==> src/rtl/rx_acq_ctrl_if.sv <==
// Bundles every non-clock/reset signal of rx_acq_ctrl.
//   master modport: the controlling side (software config and datapath pulses in,
//                   applied config and status back)
//   slave modport : rx_acq_ctrl itself
// Config inputs : en, manual, m_man, bw_man, ss_man, thr_sel, thr_man, thr_auto
// Pulse inputs  : corr_dtct, crc_ok, crc_err (one cycle each)
// Outputs       : m_out, bw_out, ss_out, thr_out, frsync_ctrl, dp_rst, locked,
//                 state_o, n_relock (all registered in the controller)
interface rx_acq_ctrl_if;
    logic        en;
    logic        manual;
    logic [2:0]  m_man;
    logic [2:0]  bw_man;
    logic [3:0]  ss_man;
    logic        thr_sel;
    logic [23:0] thr_man;
    logic [23:0] thr_auto;
    logic        corr_dtct;
    logic        crc_ok;
    logic        crc_err;

    logic [2:0]  m_out;
    logic [2:0]  bw_out;
    logic [3:0]  ss_out;
    logic [23:0] thr_out;
    logic [1:0]  frsync_ctrl;
    logic        dp_rst;
    logic        locked;
    logic [2:0]  state_o;
    logic [15:0] n_relock;

    modport master (
        output en, manual, m_man, bw_man, ss_man, thr_sel, thr_man, thr_auto,
        output corr_dtct, crc_ok, crc_err,
        input  m_out, bw_out, ss_out, thr_out, frsync_ctrl, dp_rst, locked,
        input  state_o, n_relock
    );

    modport slave (
        input  en, manual, m_man, bw_man, ss_man, thr_sel, thr_man, thr_auto,
        input  corr_dtct, crc_ok, crc_err,
        output m_out, bw_out, ss_out, thr_out, frsync_ctrl, dp_rst, locked,
        output state_o, n_relock
    );
endinterface

==> src/rtl/rx_acq_ctrl.sv <==
// Receive-chain acquisition/lock supervisor.
// Sequences the (m, bw) configuration applied to the datapath, holds the datapath
// in reset for RST_CYC cycles after every reconfiguration, declares lock after
// LOCK_N consecutive CRC passes and drops it after LOSS_N consecutive CRC fails or
// a silent frame watchdog. Auto mode scans the (m, bw) table, manual mode holds the
// software-supplied codes.
// Ports:
//   clk  - single clock, rising edge
//   rst  - synchronous active-high reset
//   bus  - rx_acq_ctrl_if.slave: config/pulse inputs, registered config/status outputs
module rx_acq_ctrl #(
    parameter int unsigned M_MAX     = 4,
    parameter int unsigned BW_MAX    = 5,
    parameter int unsigned RST_CYC   = 16,
    parameter int unsigned DWELL_CYC = 2000000,
    parameter int unsigned FRAME_TO  = 500000,
    parameter int unsigned LOCK_N    = 3,
    parameter int unsigned LOSS_N    = 4,
    parameter int unsigned CNT_W     = 24
) (
    input logic          clk,
    input logic          rst,
    rx_acq_ctrl_if.slave bus
);

    typedef enum logic [2:0] {
        StIdle      = 3'd0,
        StSettle    = 3'd1,
        StSearch    = 3'd2,
        StWaitFrame = 3'd3,
        StLocked    = 3'd4,
        StLost      = 3'd5
    } state_e;

    localparam logic [CNT_W-1:0] RstLast   = CNT_W'(RST_CYC - 1);
    localparam logic [CNT_W-1:0] DwellLast = CNT_W'(DWELL_CYC - 1);
    localparam logic [CNT_W-1:0] FrameLast = CNT_W'(FRAME_TO - 1);
    localparam logic [7:0]       LockN     = 8'(LOCK_N);
    localparam logic [7:0]       LossN     = 8'(LOSS_N);
    localparam logic [2:0]       MMax      = 3'(M_MAX);
    localparam logic [2:0]       BwMax     = 3'(BW_MAX);

    state_e           state_q, state_d;
    logic [CNT_W-1:0] cnt_q, cnt_d;    // dwell / frame watchdog
    logic [7:0]       vcnt_q, vcnt_d;  // consecutive ok (WAIT_FRAME) or err (LOCKED)
    logic [2:0]       m_idx_q, bw_idx_q;
    logic [2:0]       m_nxt, bw_nxt;
    logic [2:0]       m_cfg, bw_cfg;
    logic             adv;
    logic             chg;
    logic             ok_v, err_v;

    logic             manual_q;
    logic [2:0]       m_man_q, bw_man_q;
    logic [2:0]       m_out_q, bw_out_q;
    logic [3:0]       ss_out_q;
    logic [23:0]      thr_out_q;
    logic [1:0]       frsync_q;
    logic             dp_rst_q, locked_q;
    logic [15:0]      n_relock_q;

    // Simultaneous verdicts count as a failure only.
    assign err_v = bus.crc_err;
    assign ok_v  = bus.crc_ok & ~bus.crc_err;

    // Software reconfiguration seen against last cycle's inputs; ss_out_q holds
    // last cycle's ss_man.
    assign chg = (bus.manual != manual_q) |
                 (bus.manual & ((bus.m_man != m_man_q) | (bus.bw_man != bw_man_q) |
                                (bus.ss_man != ss_out_q)));

    // Next scan index: bw inner loop, m outer, wrapping to (0,0).
    always_comb begin
        m_nxt  = m_idx_q;
        bw_nxt = bw_idx_q + 3'd1;
        if (bw_idx_q == BwMax) begin
            bw_nxt = 3'd0;
            m_nxt  = (m_idx_q == MMax) ? 3'd0 : m_idx_q + 3'd1;
        end
    end

    always_comb begin
        state_d = state_q;
        cnt_d   = cnt_q + CNT_W'(1);
        vcnt_d  = vcnt_q;
        adv     = 1'b0;
        if (!bus.en) begin
            state_d = StIdle;
        end else begin
            case (state_q)
                StIdle: state_d = StSettle;
                StSettle: begin
                    if (cnt_q == RstLast) state_d = StSearch;
                end
                StSearch: begin
                    if (chg) begin
                        state_d = StSettle;
                    end else if (bus.corr_dtct) begin
                        state_d = StWaitFrame;
                    end else if (cnt_q == DwellLast) begin
                        state_d = StSettle;
                        adv     = ~bus.manual;
                    end
                end
                StWaitFrame: begin
                    if (chg) begin
                        state_d = StSettle;
                    end else if (err_v) begin
                        cnt_d  = '0;
                        vcnt_d = '0;
                    end else if (ok_v) begin
                        cnt_d = '0;
                        if (vcnt_q + 8'd1 == LockN) state_d = StLocked;
                        else                        vcnt_d  = vcnt_q + 8'd1;
                    end else if (cnt_q == FrameLast) begin
                        state_d = StSettle;
                        adv     = ~bus.manual;
                    end
                end
                StLocked: begin
                    if (chg) begin
                        state_d = StSettle;
                    end else if (err_v) begin
                        cnt_d = '0;
                        if (vcnt_q + 8'd1 == LossN) state_d = StLost;
                        else                        vcnt_d  = vcnt_q + 8'd1;
                    end else if (ok_v) begin
                        cnt_d  = '0;
                        vcnt_d = '0;
                    end else if (cnt_q == FrameLast) begin
                        state_d = StLost;
                    end
                end
                StLost:  state_d = StSettle;
                default: state_d = StIdle;
            endcase
        end
        // Every state change restarts both counters.
        if (state_d != state_q) begin
            cnt_d  = '0;
            vcnt_d = '0;
        end
    end

    // Config applied when (re)entering SETTLE.
    always_comb begin
        if (bus.manual) begin
            m_cfg  = bus.m_man;
            bw_cfg = bus.bw_man;
        end else if (adv) begin
            m_cfg  = m_nxt;
            bw_cfg = bw_nxt;
        end else begin
            m_cfg  = m_idx_q;
            bw_cfg = bw_idx_q;
        end
    end

    always_ff @(posedge clk) begin
        if (rst) begin
            state_q    <= StIdle;
            cnt_q      <= '0;
            vcnt_q     <= '0;
            m_idx_q    <= '0;
            bw_idx_q   <= '0;
            manual_q   <= 1'b0;
            m_man_q    <= '0;
            bw_man_q   <= '0;
            m_out_q    <= '0;
            bw_out_q   <= '0;
            ss_out_q   <= '0;
            thr_out_q  <= '0;
            frsync_q   <= 2'b00;
            dp_rst_q   <= 1'b1;
            locked_q   <= 1'b0;
            n_relock_q <= '0;
        end else begin
            state_q   <= state_d;
            cnt_q     <= cnt_d;
            vcnt_q    <= vcnt_d;
            manual_q  <= bus.manual;
            m_man_q   <= bus.m_man;
            bw_man_q  <= bus.bw_man;
            ss_out_q  <= bus.ss_man;
            thr_out_q <= bus.thr_sel ? bus.thr_auto : bus.thr_man;

            dp_rst_q <= (state_d == StIdle) || (state_d == StSettle);
            locked_q <= (state_d == StLocked);
            case (state_d)
                StWaitFrame: frsync_q <= 2'b01;
                StLocked:    frsync_q <= 2'b10;
                default:     frsync_q <= 2'b00;
            endcase

            if (state_d == StSettle && state_q != StSettle) begin
                if (adv) begin
                    m_idx_q  <= m_nxt;
                    bw_idx_q <= bw_nxt;
                end
                m_out_q  <= m_cfg;
                bw_out_q <= bw_cfg;
            end else if (bus.manual) begin
                m_out_q  <= bus.m_man;
                bw_out_q <= bus.bw_man;
            end

            if (state_d == StLost && state_q != StLost && n_relock_q != 16'hFFFF) begin
                n_relock_q <= n_relock_q + 16'd1;
            end
        end
    end

    assign bus.m_out       = m_out_q;
    assign bus.bw_out      = bw_out_q;
    assign bus.ss_out      = ss_out_q;
    assign bus.thr_out     = thr_out_q;
    assign bus.frsync_ctrl = frsync_q;
    assign bus.dp_rst      = dp_rst_q;
    assign bus.locked      = locked_q;
    assign bus.state_o     = state_q;
    assign bus.n_relock    = n_relock_q;

endmodule

==> src/flat_wrapper.sv <==
// flat-port wrapper written by rule: the top's interface ports become plain ports
module rx_acq_ctrl_flat 
#(
    parameter int unsigned M_MAX     = 4,
    parameter int unsigned BW_MAX    = 5,
    parameter int unsigned RST_CYC   = 16,
    parameter int unsigned DWELL_CYC = 2000000,
    parameter int unsigned FRAME_TO  = 500000,
    parameter int unsigned LOCK_N    = 3,
    parameter int unsigned LOSS_N    = 4,
    parameter int unsigned CNT_W     = 24
)
  (clk, rst, bus_en, bus_manual, bus_m_man, bus_bw_man, bus_ss_man, bus_thr_sel, bus_thr_man, bus_thr_auto, bus_corr_dtct, bus_crc_ok, bus_crc_err, bus_m_out, bus_bw_out, bus_ss_out, bus_thr_out, bus_frsync_ctrl, bus_dp_rst, bus_locked, bus_state_o, bus_n_relock);
  rx_acq_ctrl_if bus_i ();
  input logic clk;
  input logic rst;
  input wire logic [$bits(bus_i.en)-1:0] bus_en;
  input wire logic [$bits(bus_i.manual)-1:0] bus_manual;
  input wire logic [$bits(bus_i.m_man)-1:0] bus_m_man;
  input wire logic [$bits(bus_i.bw_man)-1:0] bus_bw_man;
  input wire logic [$bits(bus_i.ss_man)-1:0] bus_ss_man;
  input wire logic [$bits(bus_i.thr_sel)-1:0] bus_thr_sel;
  input wire logic [$bits(bus_i.thr_man)-1:0] bus_thr_man;
  input wire logic [$bits(bus_i.thr_auto)-1:0] bus_thr_auto;
  input wire logic [$bits(bus_i.corr_dtct)-1:0] bus_corr_dtct;
  input wire logic [$bits(bus_i.crc_ok)-1:0] bus_crc_ok;
  input wire logic [$bits(bus_i.crc_err)-1:0] bus_crc_err;
  output wire logic [$bits(bus_i.m_out)-1:0] bus_m_out;
  output wire logic [$bits(bus_i.bw_out)-1:0] bus_bw_out;
  output wire logic [$bits(bus_i.ss_out)-1:0] bus_ss_out;
  output wire logic [$bits(bus_i.thr_out)-1:0] bus_thr_out;
  output wire logic [$bits(bus_i.frsync_ctrl)-1:0] bus_frsync_ctrl;
  output wire logic [$bits(bus_i.dp_rst)-1:0] bus_dp_rst;
  output wire logic [$bits(bus_i.locked)-1:0] bus_locked;
  output wire logic [$bits(bus_i.state_o)-1:0] bus_state_o;
  output wire logic [$bits(bus_i.n_relock)-1:0] bus_n_relock;
  assign bus_i.en = bus_en;
  assign bus_i.manual = bus_manual;
  assign bus_i.m_man = bus_m_man;
  assign bus_i.bw_man = bus_bw_man;
  assign bus_i.ss_man = bus_ss_man;
  assign bus_i.thr_sel = bus_thr_sel;
  assign bus_i.thr_man = bus_thr_man;
  assign bus_i.thr_auto = bus_thr_auto;
  assign bus_i.corr_dtct = bus_corr_dtct;
  assign bus_i.crc_ok = bus_crc_ok;
  assign bus_i.crc_err = bus_crc_err;
  assign bus_m_out = bus_i.m_out;
  assign bus_bw_out = bus_i.bw_out;
  assign bus_ss_out = bus_i.ss_out;
  assign bus_thr_out = bus_i.thr_out;
  assign bus_frsync_ctrl = bus_i.frsync_ctrl;
  assign bus_dp_rst = bus_i.dp_rst;
  assign bus_locked = bus_i.locked;
  assign bus_state_o = bus_i.state_o;
  assign bus_n_relock = bus_i.n_relock;
  rx_acq_ctrl #(.M_MAX(M_MAX), .BW_MAX(BW_MAX), .RST_CYC(RST_CYC), .DWELL_CYC(DWELL_CYC), .FRAME_TO(FRAME_TO), .LOCK_N(LOCK_N), .LOSS_N(LOSS_N), .CNT_W(CNT_W)) u_core (.clk(clk), .rst(rst), .bus(bus_i));
endmodule
==> config.mk <==
export PLATFORM = sky130hd
export DESIGN_NAME = rx_acq_ctrl_flat
export DESIGN_NICKNAME = d
export VERILOG_FILES = /design/src/rtl/rx_acq_ctrl_if.sv /design/src/rtl/rx_acq_ctrl.sv /design/src/flat_wrapper.sv
export SDC_FILE = /design/constraint.sdc
export NUM_CORES = 1
export LEC_CHECK = 0
export BUFFER_PORTS_ARGS = -buffer_cell sky130_fd_sc_hd__buf_2
export CORE_MARGIN = 2
export CORE_UTILIZATION = 53
export CTS_CLUSTER_SIZE = 24
export DETAILED_ROUTE_END_ITERATION = 16
export PLACE_DENSITY = 0.84
export REMOVE_ABC_BUFFERS = 1
export SYNTH_ARGS = -nofsm -noshare
export SYNTH_HDL_FRONTEND = slang
export SYNTH_SLANG_ARGS = --single-unit
==> constraint.sdc <==
create_clock -name clk -period 3.74 [get_ports clk]
set_clock_uncertainty 0.1 [all_clocks]
set_input_delay 0.561 -clock clk [delete_from_list [all_inputs] [get_ports clk]]
set_output_delay 0.561 -clock clk [all_outputs]
set_load 0.03 [all_outputs]
### Word-level counts from Yosys, hierarchy flattened

Cells that the tools add are included.

* register bits after elaboration: 102
* input bits: 66

* add/subtract/negate cells: 5
* eq/ne operators: 30
* mux-type cells: 52
* bitwise operators: 7
* reductions and logical operators: 12

Operator list (number)
* two-way mux 24 bit: 6
* two-way mux 3 bit: 26
* two-way mux 8 bit: 8
* adder 24 x 1 -> 24 bit, second input constant: 1
* == test 24 x 19 -> 1 bit, second input constant: 1
* == test 24 x 21 -> 1 bit, second input constant: 1
* == test 24 x 4 -> 1 bit, second input constant: 1
* == test 3 bit, second input constant: 6
* adder 16 x 1 -> 16 bit, second input constant: 1
* != test 16 bit, second input constant: 1
* case mux 8 bit (2 select lines): 1
* case mux 3 bit (5 select lines): 1
* == test 3 x 2 -> 1 bit, second input constant: 3
* != test 3 bit: 3
* != test 3 bit, second input constant: 3
* adder 8 x 1 -> 8 bit, second input constant: 1
* == test 8 x 2 -> 1 bit, second input constant: 1
* == test 8 x 3 -> 1 bit, second input constant: 1
* two-way mux 1 bit: 8
* AND reduction 8 bit: 1
* adder 3 x 1 -> 3 bit, second input constant: 2
* == test 3 x 1 -> 1 bit, second input constant: 2
* logical NOT 3 bit: 2
* != test 3 x 2 -> 1 bit, second input constant: 2
* other kinds (13): 23

### Depth between registers and ports, before layout

Gate-level depths: netlist of run 1.

* word-level depth: 11
* mapped depth: 11
* depth with buffers taken out: 9

### Least setup slack after synthesis of run 1

No wires, ideal clock.

* path type: reg-to-reg
* start point: register u_core.state_q[0], in the netlist u_core.bus.state_o[0]
* end point: register u_core.n_relock_q[15], in the netlist u_core.bus.n_relock[15]
* library setup time: 0.123 ns
* data arrival time: 2.722 ns
* required time: 3.517 ns
* slack: 0.795 ns
* stages on the path, launching flop included: 10
* cells stage by stage: dfxtp_1 clkbuf_1 nor4bb_1 nand3_1 a2111oi_4 o211ai_2 nor4b_4 nand4b_4 nor3_1 mux2_1

* cells in the longest elaborated chain, start to end: 9
* elaborated cells on any way between the ends: 27
* those cells by class: 7 x eq/ne; 16 x mux; 4 x reduce/logical

RTL lines
* start: declaration: line rx_acq_ctrl.sv:43 `state_e state_q, state_d;`
* start signal: assignment: line rx_acq_ctrl.sv:161 `state_q <= StIdle;`
* start signal: assignment: line rx_acq_ctrl.sv:178 `state_q <= state_d;`
* two-way mux 3 bit, on equally long branches: line rx_acq_ctrl.sv:130, rx_acq_ctrl.sv:113, rx_acq_ctrl.sv:115
* two-way mux 3 bit, on equally long branches: line rx_acq_ctrl.sv:127, rx_acq_ctrl.sv:111
* two-way mux 3 bit, on equally long branches: line rx_acq_ctrl.sv:123, rx_acq_ctrl.sv:108
* two-way mux 3 bit, on equally long branches: line rx_acq_ctrl.sv:121, rx_acq_ctrl.sv:106
* case mux 3 bit (5 select lines): line rx_acq_ctrl.sv:90 `case (state_q)`
* two-way mux 3 bit: line rx_acq_ctrl.sv:87 `if (!bus.en) begin`
* == test 3 bit: line rx_acq_ctrl.sv:207 `if (state_d == StLost && state_q != StLost && n_relock_q != 16'hFFFF) begin`
* logical AND 1 bit (*) (2 in a row): line rx_acq_ctrl.sv:207
* end signal: assignment: line rx_acq_ctrl.sv:208 `n_relock_q <= n_relock_q + 16'd1;`
* end: declaration: line rx_acq_ctrl.sv:60 `logic [15:0] n_relock_q;`

Mark *: on every way between the ends. The rest lies on a longest branch, timed or not.
A chain may end at the register's enable or synchronous reset.

### Worst setup path in the final report of run 1

* start point: register u_core.vcnt_q[0]
* end point: register u_core.n_relock_q[10], in the netlist u_core.bus.n_relock[10]

* cells in the longest elaborated chain, start to end: 11
* elaborated cells on any way between the ends: 15
* those cells by class: 1 x add/sub; 3 x eq/ne; 9 x mux; 2 x reduce/logical

RTL lines
* start: declaration: line rx_acq_ctrl.sv:45 `logic [7:0] vcnt_q, vcnt_d;`
* start signal: assignment: line rx_acq_ctrl.sv:180 `vcnt_q <= vcnt_d;`
* adder 8 x 1 -> 8 bit (*): line rx_acq_ctrl.sv:113, rx_acq_ctrl.sv:125
* == test 8 x 2 -> 1 bit: line rx_acq_ctrl.sv:113 `if (vcnt_q + 8'd1 == LockN) state_d = StLocked;`
* two-way mux 3 bit: line rx_acq_ctrl.sv:113
* two-way mux 3 bit: line rx_acq_ctrl.sv:111 `end else if (ok_v) begin`
* two-way mux 3 bit: line rx_acq_ctrl.sv:108 `end else if (err_v) begin`
* two-way mux 3 bit: line rx_acq_ctrl.sv:106 `if (chg) begin`
* case mux 3 bit (5 select lines) (*): line rx_acq_ctrl.sv:90
* two-way mux 3 bit (*): line rx_acq_ctrl.sv:87
* == test 3 bit (*): line rx_acq_ctrl.sv:207
* logical AND 1 bit (*) (2 in a row): line rx_acq_ctrl.sv:207

Marked as above.

==> results.py, run 1 <==
metrics = {
    "status": {
        "status": "complete, no violations",
    },
    "worst_setup_path": {
        "r2r-start": "u_core.vcnt_q[0]",
        "critPathMaxStageDelay_ns": 0.57,
        "timing.rr.end": "u_core.bus.n_relock[10]",
        "path_max_fanout": 8,
        "worstRegToRegCells": 8,
        "worstPathRequired_ns": 3.94,
        "critPathLaunchType": "flop",
        "worstSetupPathType": "reg -> reg",
        "worstPathCellList": "nand3_2 -> or4_4 -> a2111oi_4 -> o211ai_2 -> nor4b_4 -> nand2_2 -> or4_1 -> a21oi_1",
        "critPathArrivalTime_ns": 3.33,
        "path_delay_family": "simple AND/OR/NAND/NOR gates",
        "path_buf_inv": 0,
        "reg2reg_slack_ns": 0.62,
        "crit_start": "u_core.vcnt_q[0]",
        "cp-end-kind": "flop",
        "cp_slowest_cell": "or4_4",
    },
    "floorplan": {
        "io_pins": 123,
        "die_height_um": 100,
        "core.rowCount": 35,
        "die_w_um": 100,
        "initial_core_util_pct": 54.0,
        "coreArea_um2": 9110,
        "die-area_um2": 10100,
    },
    "logic_synthesis": {
        "syn_avg_cell_area_um2": 8.91,
        "synth_edf_count": 0,
        "synth_area_leaders": "dfxtp_1 (42%), mux2i_1 (5.5%), xnor2_1 (4.6%), nor2_1 (4.1%), nor3_1 (3.4%)",
        "netlist_instances": 552,
        "synth_ff_type": "dfxtp_1",
        "yosys_register_bits": 102,
        "synth_common_cells": "dfxtp_1 (102), nor2_1 (54), nor3_1 (33)",
        "post-synth-top-area-cell": "dfxtp_1",
        "syn_area_um2": 4920,
        "async_flop_share_pct": 0,
        "yosysSeqAreaShare_pct": 41.5,
        "yosysMostFrequentCell": "dfxtp_1",
        "netlist.area_leader.share_pct": 41.5,
        "ys_warn_count": 0,
        "netlist-cell-type-count": 62,
    },
    "drt": {
        "drt_iter0_drc": 339,
        "dr.pass1.iters": 4,
        "drtAntennaViolNets": 0,
        "vias": 4468,
        "route.detailed.drc": 0,
        "routed_wl_mm": 12.1,
        "wl_per_cell_um": 15.5,
        "avgViaCountPerCell": 5.69,
    },
    "timing": {
        "finalSetupViolCount": 0,
        "period_minus_slack_ns": 3.12,
        "final.period_utilization_pct": 83.5,
        "worst_pin_slew_ns": 0.708,
        "hold_slack_ns": 0.310,
        "rsz0062_at_grt": "no",
        "max_freq_mhz": 320,
        "final_max_slew_viol_count": 0,
        "slew_headroom_pct": 52.8,
        "hold_viol_final": 0,
        "finalWorstSetupSlack_ns": 0.617,
        "fin_setup_tns_ns": 0,
    },
    "cts": {
        "cts_tree": "built",
        "post-cts-setup-buffer-count": 0,
        "cts_resized": 0,
        "cts.sinks": 102,
        "clockBufferDepth": 2,
        "cts_made_buffers": 9,
        "cts_root_buf": "clkbuf_8",
        "cts_htree_levels": 3,
        "insertion_delay_ns": 0.37,
        "clk_pin_slew_ns": 0.11,
        "ctsHoldBuffers": 0,
    },
    "pwr": {
        "powerDensity_nw_per_um2": 347,
        "total_power_mw": 2.02,
        "leakagePower_nw": 2.45,
        "p_comb_share_pct": 10.6,
        "p_sw_uw": 564,
        "sw_frac_of_total_pct": 27.9,
        "p_clk_share_pct": 33.6,
        "pwr-share-seq_pct": 55.8,
        "vdd_drop_max_mv": 0.303,
        "internal_power_mw": 1.46,
    },
    "grt": {
        "grt_start_max_net_pins": 39,
        "antenna_found_initial": 0,
        "grt_usage_pct": 24.5,
        "grt_pass1_wl_mm": 20.0,
        "gr-total-overflow": 0,
        "first_global_vias": 4412,
    },
    "cells_and_area": {
        "syn2layout_area_growth_pct": 18.4,
        "final-instance-count-excl-fill": 785,
        "drive_above_1_share_pct": 24.0,
        "antenna_cells": 0,
        "layout.nets": 741,
    },
    "hold_path": {
        "whs_path_depth": 3,
        "hp-start": "bus_thr_man[10]",
        "hold_path_class": "in -> reg",
        "whs_endpoint": "u_core.bus.thr_out[10]",
    },
    "job": {
        "max-cap-violations": 0,
    },
    "place": {
        "dpl.hpwl_mm": 9.20,
        "io_buffers": 122,
        "place_ws_ns": 0.426,
        "dp_cells": 769,
        "gp_congestion": 0.885,
    },
}
## sequential cells by signal, summed over array words and instances (netlist names)
register,count
u_core.bus.state_o,3
u_core.bus.dp_rst,1
u_core.vcnt_q,8
u_core.bus.locked,1
u_core.bus.frsync_ctrl,2
u_core.m_idx_q,3
u_core.m_man_q,3
u_core.bw_man_q,3
u_core.bus.m_out,3
u_core.bus.thr_out,24
u_core.manual_q,1
u_core.bus.n_relock,16
u_core.bus.ss_out,4
u_core.bw_idx_q,3
u_core.bus.bw_out,3
u_core.cnt_q,24
## stage by stage
step	instance area [µm²]	utilization [%]
floorplan	4840	-
global placement	5640	61.9
detailed placement	5640	61.9
CTS	5830	64.0
global route	5830	64.0
finish	5830	64.0
## power by group through the flow
stage               combinational, mW  clock (mW)  sequential [mW]
floorplan                      0.0647           0             1.20
global placement                0.209           0             1.15
detailed placement              0.215           0             1.15
CTS                             0.216       0.696             1.13
global route                    0.231       0.740             1.13
finish                          0.214       0.680             1.13
## routing by layer
layer  share of wire, %  global-route usage [%]  routed length (µm)  vias to the layer above
met1                 42                    29.2                5050                     2086
met3                6.9                    6.89                 836                       13
li1                   -                       -                   -                     2205
met2                 50                    43.2                6100                      164
met5                  0                       0                   0                        -
met4                1.4                    7.17                 164                        0
## worst reg2reg max path: cells and delay by family, from the launching register on
family	cells	cell delay [ns]
and+or+nand+nor	5	1.82
AOI/OAI and AO/OA	3	0.67
DFF	1	0.47
## worst max-delay path by stage
| stage | end | slack, ns | cells after the start |
|---|---|---|---|
| floorplan | u_core.vcnt_q[5] | -0.78 | 8 |
| global placement | u_core.bus.n_relock[15] | 0.52 | 9 |
| detailed placement | u_core.bus.n_relock[15] | 0.43 | 9 |
| CTS | u_core.bus.n_relock[10] | 0.61 | 8 |
| global route | u_core.bus.m_out[2] | 0.29 | 9 |
| finish | u_core.bus.n_relock[10] | 0.62 | 8 |
## cells by family (layout without fill, tap and decap cells)
group           count (synthesis)  in the layout  synth area share [%]
compound gates                 76             76                  10.3
simple gates                  262            262                  30.5
fa+ha+maj                       6              6                  1.53
xor+xnor                       42             42                  7.48
mux                            29             29                  5.95
buf+inv                        35            157                  2.67
flops                         102            102                  41.5
## placed cells by master, fill, tap and decap left out, types with 19 or more instances in the layout
cell type  synthesis  layout
a21oi_1           22      22
buf_2              0     122
dfxtp_1          102     102
mux2i_1           27      27
nand2_1           32      32
nand3_1           22      22
nor2_1            54      54
nor2b_1           21      21
nor3_1            33      33
o21ai_0           19      19
xnor2_1           26      26
## layout make-up
type | count | area, µm²
multi-input cells | 415 | 2750
flip-flops and latches | 102 | 2040
inverters | 13 | 48.8
clock inverters | 6 | 62.6
well taps | 111 | 139
clock buffers | 10 | 128
repair buffers | 128 | 656
fillers | 771 | 3280
(Power assumes the default switching activity.)
==> inputs of run 2 (changes only) <==
- ABC_AREA: default -> 1
- CORE_UTILIZATION: 53 -> 56
- PLACE_DENSITY: 0.84 -> 0.85
- clock period: 3.74 -> 2.9 ns (I/O delays scaled with it)
==> results.py, run 2 <==
metrics = {
    "drt": {
        "drt_iter0_drc": 453,
        "routed_wl_mm": 15.7,
        "route.detailed.drc": 0,
        "dr.pass1.iters": 5,
        "wl_per_cell_um": 12.5,
        "drtAntennaViolNets": 0,
        "avgViaCountPerCell": 5.23,
        "vias": 6613,
    },
    "logic_synthesis": {
        "netlist_instances": 1009,
        "synth_area_leaders": "dfxtp_1 (32%), nand2_1 (12%), nor2_1 (11%), o21ai_0 (7.0%), inv_1 (6.6%)",
        "synth_edf_count": 0,
        "netlist.area_leader.share_pct": 32.5,
        "netlist-cell-type-count": 35,
        "ys_warn_count": 0,
        "synth_common_cells": "nand2_1 (204), nor2_1 (186), inv_1 (110)",
        "async_flop_share_pct": 0,
        "synth_ff_type": "dfxtp_1",
        "syn_avg_cell_area_um2": 6.24,
        "yosysMostFrequentCell": "nand2_1",
        "yosysSeqAreaShare_pct": 32.5,
        "yosys_register_bits": 102,
        "post-synth-top-area-cell": "dfxtp_1",
        "syn_area_um2": 6290,
    },
    "pwr": {
        "internal_power_mw": 1.91,
        "p_comb_share_pct": 13.5,
        "powerDensity_nw_per_um2": 376,
        "p_sw_uw": 811,
        "sw_frac_of_total_pct": 29.8,
        "vdd_drop_max_mv": 0.394,
        "p_clk_share_pct": 33.1,
        "pwr-share-seq_pct": 53.5,
        "total_power_mw": 2.72,
        "leakagePower_nw": 3.20,
    },
    "hold_path": {
        "whs_endpoint": "u_core.bus.thr_out[4]",
        "whs_path_depth": 3,
        "hp-start": "bus_thr_auto[4]",
        "hold_path_class": "in -> reg",
    },
    "job": {
        "max-cap-violations": 0,
    },
    "timing": {
        "finalWorstSetupSlack_ns": 0.247,
        "slew_headroom_pct": 44.0,
        "max_freq_mhz": 377,
        "period_minus_slack_ns": 2.65,
        "worst_pin_slew_ns": 0.839,
        "final.period_utilization_pct": 91.5,
        "rsz0062_at_grt": "no",
        "finalSetupViolCount": 0,
        "final_max_slew_viol_count": 0,
        "hold_slack_ns": 0.151,
        "hold_viol_final": 0,
        "fin_setup_tns_ns": 0,
    },
    "grt": {
        "grt_start_max_net_pins": 47,
        "grt_usage_pct": 27.1,
        "antenna_found_initial": 0,
        "gr-total-overflow": 0,
        "grt_pass1_wl_mm": 26.4,
        "first_global_vias": 6020,
    },
    "cts": {
        "cts_htree_levels": 3,
        "ctsHoldBuffers": 0,
        "cts_tree": "built",
        "clk_pin_slew_ns": 0.11,
        "clockBufferDepth": 2,
        "cts.sinks": 102,
        "cts_root_buf": "clkbuf_8",
        "cts_made_buffers": 9,
        "insertion_delay_ns": 0.40,
    },
    "place": {
        "gp_congestion": 0.989,
        "placed_cell_area_um2": 7030,
        "place_ws_ns": 0.234,
        "io_buffers": 122,
        "dpl.hpwl_mm": 11.9,
        "dp_cells": 1248,
    },
    "worst_setup_path": {
        "critPathArrivalTime_ns": 2.85,
        "worstSetupPathType": "reg -> reg",
        "path_max_fanout": 10,
        "worstRegToRegCells": 17,
        "worstPathCellList": "ha_1 -> nand2_2 -> nor2_2 -> nand3_1 -> nor2_1 -> a21boi_0 -> o21ai_1 -> nand2_1 -> nand2_1 -> nand2_1 -> inv_2 -> nand2_1 -> nand4_1 -> nor2_2 -> inv_2 -> buf_4 -> nor2_1",
        "crit_top_cell": "nand2_1",
        "r2r-start": "u_core.cnt_q[0]",
        "path_buf_inv": 3,
        "worstPathRequired_ns": 3.10,
        "cp_slowest_cell": "dfxtp_1",
        "timing.rr.end": "u_core.cnt_q[13]",
        "path_delay_family": "simple AND/OR/NAND/NOR gates",
        "critPathLaunchType": "flop",
        "reg2reg_slack_ns": 0.25,
        "critPathMaxStageDelay_ns": 0.36,
        "cp-end-kind": "flop",
    },
    "cells_and_area": {
        "final_area_um2": 7230,
        "final-instance-count-excl-fill": 1264,
        "antenna_cells": 0,
        "final_common_cell": "nand2_1",
        "final_cell_mix": "nand2_1 (204), nor2_1 (186), buf_2 (122), inv_1 (110), dfxtp_1 (102)",
        "layout.nets": 1191,
        "drive_above_1_share_pct": 19.1,
        "fin_util_pct": 66.4,
        "syn2layout_area_growth_pct": 14.9,
    },
    "floorplan": {
        "initial_core_util_pct": 57.8,
        "die_w_um": 110,
        "die_height_um": 110,
        "core.rowCount": 38,
        "coreArea_um2": 10900,
        "die-area_um2": 12100,
        "io_pins": 123,
    },
    "status": {
        "status": "complete, no violations",
    },
}
## run 2: cell types whose count changed after synthesis, sizes merged, moves of 28 or more
cell | previous run | this run
nand4 | 14 | 42
o21ai | 20 | 90
nand3 | 23 | 51
nand2 | 33 | 210
nor2 | 54 | 223
inv | 13 | 116
## run 2: power by group through the flow
stage | Sequential (mW) | Combinational [mW] | Clock [mW]
finish | 1.45 | 0.366 | 0.900
CTS | 1.45 | 0.366 | 0.918
floorplan | 1.55 | 0.130 | 0
global route | 1.46 | 0.405 | 0.966
global placement | 1.48 | 0.360 | 0
detailed placement | 1.49 | 0.365 | 0
## run 2: worst max path at each step
stage / startpoint / end / slack (ns) / depth (start not counted)
6_report: u_core.cnt_q[0] / u_core.cnt_q[13] / 0.25 / 17
5_1_grt: u_core.vcnt_q[1] / u_core.bus.bw_out[0] / 0.02 / 18
4_1_cts: u_core.cnt_q[0] / u_core.bus.n_relock[15] / 0.24 / 12
3_5_place_dp: bus_manual / u_core.bus.n_relock[15] / 0.23 / 15
3_3_place_gp: u_core.cnt_q[0] / u_core.bus.n_relock[13] / 0.32 / 12
2_1_floorplan: u_core.bus.ss_out[1] / u_core.cnt_q[13] / -0.46 / 17
## run 2: tightest hold or removal path: stages
cell and delay (ns):
buf_2 0.07, nor2_1 0.03, nor2_1 0.08
## run 2: timing repair
action,CTS,global route
endpoints found under the setup margin,0,5
resized for setup,0,1
setup buffers,0,0
endpoints found under the hold margin,0,0
## run 2: kinds of logic after synthesis
logic type      share of synthesized area (%)
simple gates                             40.5
flops                                    32.5
fa+ha+maj                                1.19
compound gates                           11.5
buf+inv                                  10.1
xor+xnor                                 4.04
mux                                     0.159
## run 2: cell type report
cell class / instances / area [µm²]
Sequential cell: 102 / 2040
Clock inverter: 5 / 46.3
Multi-Input combinational cell: 749 / 3620
Clock buffer: 11 / 141
Timing Repair Buffer: 141 / 766
Fill cell: 996 / 3660
Inverter: 116 / 435
Tap cell: 140 / 175
## run 2: layer usage
metal / up-vias / GRT usage, % / share of wire, %
li1: 3456 / - / -
met1: 2922 / 33.8 / 44
met2: 208 / 45.6 / 48
met3: 27 / 7.58 / 6.5
met4: 0 / 7.87 / 1.7
met5: - / 0 / 0
==> inputs of run 3 (changes only) <==
- CTS_BUF_LIST: default -> sky130_fd_sc_hd__clkbuf_4 sky130_fd_sc_hd__clkbuf_8 sky130_fd_sc_hd__clkbuf_16
==> results.py, run 3 (synthesis results as in run 2) <==
metrics = {
    "status": {
        "status": "complete, no violations",
    },
    "cells_and_area": {
        "fin_util_pct": 66.4,
        "final-instance-count-excl-fill": 1264,
        "syn2layout_area_growth_pct": 14.9,
        "final_area_um2": 7230,
        "drive_above_1_share_pct": 19.2,
        "layout.nets": 1191,
        "final_cell_mix": "nand2_1 (204), nor2_1 (186), buf_2 (122), inv_1 (110), dfxtp_1 (102)",
        "final_common_cell": "nand2_1",
        "antenna_cells": 0,
    },
    "worst_setup_path": {
        "critPathArrivalTime_ns": 2.85,
        "worstPathCellList": "ha_1 -> nand2_2 -> nor2_2 -> nand3_1 -> nor2_1 -> a21boi_0 -> o21ai_1 -> nand2_1 -> nand2_1 -> nand2_1 -> inv_2 -> nand2_1 -> nand4_1 -> nor2_2 -> inv_2 -> buf_4 -> nor2_1",
        "critPathLaunchType": "flop",
        "path_delay_family": "simple AND/OR/NAND/NOR gates",
        "worstPathRequired_ns": 3.10,
        "crit_top_cell": "nand2_1",
        "path_max_fanout": 10,
        "critPathMaxStageDelay_ns": 0.35,
        "cp-end-kind": "flop",
        "path_buf_inv": 3,
        "worstSetupPathType": "reg -> reg",
        "cp_slowest_cell": "dfxtp_1",
    },
    "grt": {
        "first_global_vias": 6028,
        "antenna_found_initial": 0,
        "grt_pass1_wl_mm": 26.4,
        "grt_usage_pct": 27.1,
        "grt_start_max_net_pins": 47,
        "gr-total-overflow": 0,
    },
    "timing": {
        "slew_headroom_pct": 44.0,
        "rsz0062_at_grt": "no",
        "final_max_slew_viol_count": 0,
        "final.period_utilization_pct": 91.6,
        "finalSetupViolCount": 0,
        "hold_slack_ns": 0.150,
        "period_minus_slack_ns": 2.66,
        "worst_pin_slew_ns": 0.838,
        "hold_viol_final": 0,
        "max_freq_mhz": 376,
    },
    "cts": {
        "cts.sinks": 102,
        "clk_pin_slew_ns": 0.11,
        "cts_tree": "built",
        "post-cts-setup-buffer-count": 0,
        "insertion_delay_ns": 0.40,
        "clockBufferDepth": 2,
        "cts_root_buf": "clkbuf_8",
        "cts_htree_levels": 3,
        "cts_made_buffers": 9,
    },
    "drt": {
        "avgViaCountPerCell": 5.20,
        "routed_wl_mm": 15.8,
        "dr.pass1.iters": 5,
        "drt_iter0_drc": 443,
        "vias": 6575,
        "route.detailed.drc": 0,
        "wl_per_cell_um": 12.5,
        "drtAntennaViolNets": 0,
    },
    "place": {
        "dpl.hpwl_mm": 11.9,
        "gp_congestion": 0.989,
        "dp_cells": 1248,
        "placed_cell_area_um2": 7030,
        "io_buffers": 122,
    },
    "floorplan": {
        "coreArea_um2": 10900,
        "die_w_um": 110,
        "die_height_um": 110,
        "io_pins": 123,
        "initial_core_util_pct": 57.8,
        "core.rowCount": 38,
        "die-area_um2": 12100,
    },
    "pwr": {
        "vdd_drop_max_mv": 0.394,
        "powerDensity_nw_per_um2": 378,
        "leakagePower_nw": 3.21,
    },
    "hold_path": {
        "hold_path_class": "in -> reg",
    },
    "job": {
        "max-cap-violations": 0,
    },
}
run 3: final timing paths:
path,start,endpoint,slack (ns),cells after the start
worst min-delay path,bus_thr_auto[19],u_core.bus.thr_out[19],0.15,3
worst max register to register,u_core.cnt_q[1],u_core.cnt_q[13],0.24,17
worst max-delay path,u_core.cnt_q[1],u_core.cnt_q[13],0.24,17
worst min register to register,u_core.bus.n_relock[5],u_core.bus.n_relock[5],0.41,2
run 3: final cells by class:
type	count	area [µm²]
Clock inverter	5	46.3
Inverter	116	435
Tap cell	140	175
Clock buffer	11	145
Fill cell	996	3660
Timing Repair Buffer	141	766
Multi-Input combinational cell	749	3620
Sequential cell	102	2040
run 3: report_power, final:
group | switching (mW) | internal (mW)
sequential | 0.0150 | 1.44
combinational | 0.250 | 0.117
clock | 0.548 | 0.363
run 3: metal layers:
metal	GRT usage [%]	vias to the layer above	wire (µm)	share of wire, %
met5	0	-	0	0
met4	7.87	0	275	1.7
met3	7.58	28	1120	7.1
met2	45.7	209	7520	48
met1	33.9	2884	6840	43
li1	-	3454	-	-
run 3: worst register-to-register path: cells and delay by family, from the launching register on:
kind            cells  cell delay [ns]
simple gates       11             1.18
buf+inv             3             0.40
flops               1             0.35
fa+ha+maj           1             0.26
compound gates      2             0.26
run 3: repair_timing:
| action | in CTS | in global routing |
|---|---|---|
| hold buffers | 0 | 0 |
| hold endpoints to repair | 0 | 0 |
| resized for setup | 0 | 1 |
| endpoints found under the setup margin | 0 | 6 |
run 3: metrics by stage:
stage | worst slack (ns) | TNS (ns) | power [mW]
floorplan | -0.460 | -14.03 | 1.68
global placement | 0.324 | 0 | 1.84
detailed placement | 0.234 | 0 | 1.85
CTS | 0.236 | 0 | 2.75
global route | 0.0174 | 0 | 2.84
finish | 0.243 | 0 | 2.73
